$ cat src/rtl/lfsr_counter_ud.sv
// lfsr_counter_ud: parametrised up/down XNOR Fibonacci LFSR counter with
// synchronous load, terminal-count detection and optional auto-reload.
// Optional build macro LFSR_LOCKUP_RECOVER_EN: a step taken from the all-ones
// lockup state forces count to zero and sets the sticky lockup_err output.
module lfsr_counter_ud #(
  parameter int          WIDTH = 12,
  // Tap mask; bit 0 is always in the feedback, bits at WIDTH and above unused.
  parameter logic [63:0] POLY  = 64'(12'b0000_1001_1001)
) (
  input  logic             clk,
  input  logic             reset,
  input  logic             cen,
  input  logic             dir,
  input  logic             load,
  input  logic [WIDTH-1:0] data,
  input  logic [WIDTH-1:0] tc_value,
  input  logic             auto_reload,
  output logic [WIDTH-1:0] count,
  output logic             tc,
  output logic             wrap,
`ifdef LFSR_LOCKUP_RECOVER_EN
  output logic             lockup_err,
`endif
  output logic             lockup
);

  localparam logic [WIDTH-1:0] ALL_ONES = '1;

  logic             fwd_fb;
  logic             bwd_fb;
  logic [WIDTH-1:0] step_fwd;
  logic [WIDTH-1:0] step_bwd;
  logic [WIDTH-1:0] count_nxt;
  logic             wrap_nxt;
`ifdef LFSR_LOCKUP_RECOVER_EN
  logic             err_nxt;
`endif

  // Feedback for both directions; the backward step is the exact inverse of
  // the forward step, so it re-derives the bit that fell off the LSB.
  always_comb begin
    // NOTE: every always_comb output gets a default first so no latch is inferred.
    fwd_fb = count[0];
    bwd_fb = ~count[WIDTH-1];
    for (int i = 1; i < WIDTH; i++) begin
      if (POLY[i]) begin
        fwd_fb = fwd_fb ^ count[i];
        bwd_fb = bwd_fb ^ count[i-1];
      end
    end
    step_fwd = {~fwd_fb, count[WIDTH-1:1]};
    step_bwd = {count[WIDTH-2:0], bwd_fb};
  end

  // Next-state selection: load, then auto-reload on terminal count, then step.
  always_comb begin
    count_nxt = count;
    wrap_nxt  = 1'b0;
`ifdef LFSR_LOCKUP_RECOVER_EN
    err_nxt   = lockup_err;
`endif
    if (load) begin
      count_nxt = data;
`ifdef LFSR_LOCKUP_RECOVER_EN
      err_nxt   = 1'b0;
`endif
    end else if (cen && auto_reload && (count == tc_value)) begin
      count_nxt = data;
      wrap_nxt  = 1'b1;
    end else if (cen) begin
`ifdef LFSR_LOCKUP_RECOVER_EN
      if (count == ALL_ONES) begin
        count_nxt = '0;
        err_nxt   = 1'b1;
      end else begin
        count_nxt = dir ? step_bwd : step_fwd;
      end
`else
      count_nxt = dir ? step_bwd : step_fwd;
`endif
    end
  end

  // State and status registers; flags are derived from the next count so
  // they stay aligned with count.
  always_ff @(posedge clk) begin
    // NOTE: sequential state uses non-blocking assignments only.
    if (reset) begin
      count      <= '0;
      tc         <= (tc_value == '0);
      wrap       <= 1'b0;
      lockup     <= 1'b0;
`ifdef LFSR_LOCKUP_RECOVER_EN
      lockup_err <= 1'b0;
`endif
    end else begin
      count      <= count_nxt;
      tc         <= (count_nxt == tc_value);
      wrap       <= wrap_nxt;
      lockup     <= (count_nxt == ALL_ONES);
`ifdef LFSR_LOCKUP_RECOVER_EN
      lockup_err <= err_nxt;
`endif
    end
  end

endmodule

$ cat config.mk
export PLATFORM = sky130hd
export DESIGN_NAME = lfsr_counter_ud
export DESIGN_NICKNAME = d
export VERILOG_FILES = /design/src/rtl/lfsr_counter_ud.sv
export SDC_FILE = /design/constraint.sdc
export NUM_CORES = 1
export LEC_CHECK = 0
export CAP_MARGIN = 10
export CORE_ASPECT_RATIO = 0.7
export CORE_MARGIN = 2
export CORE_UTILIZATION = 49
export DETAILED_ROUTE_END_ITERATION = 8
export PLACE_DENSITY = 0.86
export SYNTH_ARGS = -nofsm -noshare
export SYNTH_HDL_FRONTEND = slang
export SYNTH_SLANG_ARGS = --single-unit
export TNS_END_PERCENT = 50
$ cat constraint.sdc
create_clock -name clk -period 3.79 [get_ports clk]
set_clock_uncertainty 0.05 [all_clocks]
set_input_delay 1.137 -clock clk [delete_from_list [all_inputs] [get_ports clk]]
set_output_delay 1.137 -clock clk [all_outputs]
set_load 0.005 [all_outputs]
==> results_dict.tcl <==
set metrics [dict create \
    fmax_mhz 293.3 \
    netlist.area_leader.share_pct 22.99 \
    final_nets 241 \
    clockBufferDepth 2 \
    synth_top_area_cell "dfxtp_1" \
    cts_resized 0 \
    ios 45 \
    path_clk_slew_ns 0.06 \
    yosysSeqAreaShare_pct 22.99 \
    finalMaxSlewViolations 0 \
    drive_gt1_share_pct 6.667 \
    reg2reg_slack_ns 1.37 \
    dp_hpwl_um 3261 \
    period_share_pct 89.97 \
    peakVddDrop_uv 190.9 \
    area_growth_pct 39.66 \
    r2r_cells 8 \
    numCtsBuffers 3 \
    gr-total-overflow 0 \
    status "complete, no violations" \
    crit_fanout 20 \
    hold_buffers 0 \
    crit_type "in2reg" \
    cp.arrival_ns 3.55 \
    synthFlopType "dfxtp_1" \
    setup_viol 0 \
    die-width_um 65.71 \
    cts.sinks 15 \
    place_congestion 0.9513 \
    ys_ff_latch 15 \
    worstSetupStartpointType "primary input" \
    grtUsageTotal_pct 28.78 \
    post-cts-setup-buffer-count 0 \
    insertion_delay_ns 0.25 \
    drtPass1Iterations 4 \
    maxSlewHeadroom_pct 59.06 \
    yosys_warnings 0 \
    grt_pass1_wl_um 6410 \
    antenna_found_initial 0 \
    ant_nets 0 \
    htree_levels 1 \
    chipHeight_um 47.20 \
    synthCells 165 \
    rsz0062_at_grt "false" \
    drcViolationCount 0 \
    cts_tree "built" \
    worstHoldPathType "reg2reg" \
    hold_violations 0 \
    layout_min_cycle_time_ns 3.410 \
    worst_pin_slew_ns 0.6122 \
    r2r_start "count[3]" \
    cap_violations 0 \
    yosys-top-cells-area "dfxtp_1 (23%), mux2i_1 (15%), xor2_1 (10%), xnor2_1 (7.4%), nor2_1 (7.2%)" \
    grt_pass1_vias 1328 \
    crit_start "tc_value[3]" \
    start_util_pct 52.33 \
    r2r-end "tc" \
    drt_iter0_drc 84 \
    antenna_cells 0 \
    wl_per_cell_um 16.81 \
    finalInstanceArea_um2 1824 \
    synth.avg_cell_area_um2 7.917 \
    ys_types 37 \
    syn_nets 195 \
    vias 1458 \
    io_buffers 44 \
    p_per_area_nw_per_um2 282.0 \
    crit_path_end "tc" \
    critPathRequiredTime_ns 3.93 \
    totalWireLength_um 4102 \
    place_area_um2 1779 \
    tns_ns 0 \
    async_flop_share_pct 0 \
    clockRootBuffer "clkbuf_8" \
    avgViaCountPerCell 5.975 \
    critPathCaptureType "flop" \
    synth_edf_count 0 \
    coreArea_um2 2496 \
    grt_max_degree 21 \
    fp-row-count 15 \
    synthTopCellsByCount "nor2_1 (25), mux2i_1 (19), dfxtp_1 (15), xor2_1 (15), xnor2_1 (11)" \
    netlist_area_um2 1306 \
    yosysMostFrequentCell "nor2_1" \
    leakage_nw 0.7438 \
    fp.dieArea_um2 3102 \
]
==> power breakdown <==
part	leakage, nW	switching (W)	internal (W)	total (W)
combinational	0.597	0.0000900	0.000102	0.000192
clock	0.0228	0.0000609	0.0000747	0.000136
sequential	0.124	0.0000198	0.000168	0.000187
==> layout make-up <==
type                       count  area (um2)
sequential                    15       300.3
multi-input combinational    135       932.1
tap                           34       42.54
inverter                       7       26.28
timing repair buffer          49       478.0
fill                         205       671.9
clock buffer                   4       45.04
==> per-stage QoR <==
step	setup WS, ns	util (%)	total power [W]	hold WS [ns]	instances
after detailed placement	0.1478	71.28	0.0003779	0.7403	240
after floorplan	0.9706	-	0.0002911	0.6347	165
after CTS	0.4195	73.08	0.0005135	0.7487	244
after global routing	0.2258	73.08	0.0005384	0.8441	244
final	0.3801	73.08	0.0005145	0.7662	244
after global placement	0.2629	71.28	0.0003754	0.6868	240
==> kinds of logic after synthesis <==
group                  count (synthesis)  share of synthesized area (%)
buffers and inverters                 15                          5.651
multiplexers                          22                          17.62
flip-flops                            15                          22.99
XOR/XNOR                              26                          17.43
AO/OA/AOI/OAI                         29                          14.66
AND/OR/NAND/NOR                       58                          21.65
==> sequential cells by signal (all words and copies together), names as in the netlist <==
name / count
count: 12
tc: 1
lockup: 1
wrap: 1
==> critical path: stages <==
cell	delay, ns
clkdlybuf4s50_1	0.55
xor2_1	0.24
nor4_2	0.28
nand4_1	0.24
and2_4	0.33
mux2i_2	0.31
xor2_1	0.19
o2111ai_1	0.13
o21ai_1	0.14
==> routing by layer <==
| layer | GRT usage, % | share of wire (%) | vias up |
|---|---|---|---|
| met5 | 0 | 0 | - |
| met4 | 10.00 | 1.6 | 0 |
| met3 | 9.113 | 13 | 9 |
| met2 | 44.24 | 42 | 99 |
| met1 | 38.71 | 43 | 675 |
| li1 | - | - | 675 |
==> cells in the final DEF (no fill, tap or decap), types with 2 or more instances in the layout <==
cell type	synthesis	layout
clkdlybuf4s50_1	0	44
nor2_1	25	25
mux2i_1	19	19
xor2_1	15	15
dfxtp_1	15	15
xnor2_1	11	11
a21oi_1	10	10
nand2_1	8	8
inv_1	7	7
nor3_1	6	6
nand4_1	5	5
buf_4	0	5
o21ai_0	4	4
nor4_1	3	3
nand2b_1	3	3
clkbuf_8	0	3
and3_1	2	2
o221ai_1	2	2
o22a_1	2	2
a22oi_1	2	2
a31oi_1	2	2
==> worst min path at each step <==
stage	start	end	cells past startpoint
2_1_floorplan	count[9]	count[9]	4
3_3_place_gp	count[9]	count[9]	4
3_5_place_dp	count[9]	count[9]	4
4_1_cts	count[9]	count[9]	4
5_1_grt	count[9]	count[9]	4
6_report	count[9]	count[9]	4
Power figures use the tool's default switching activity.
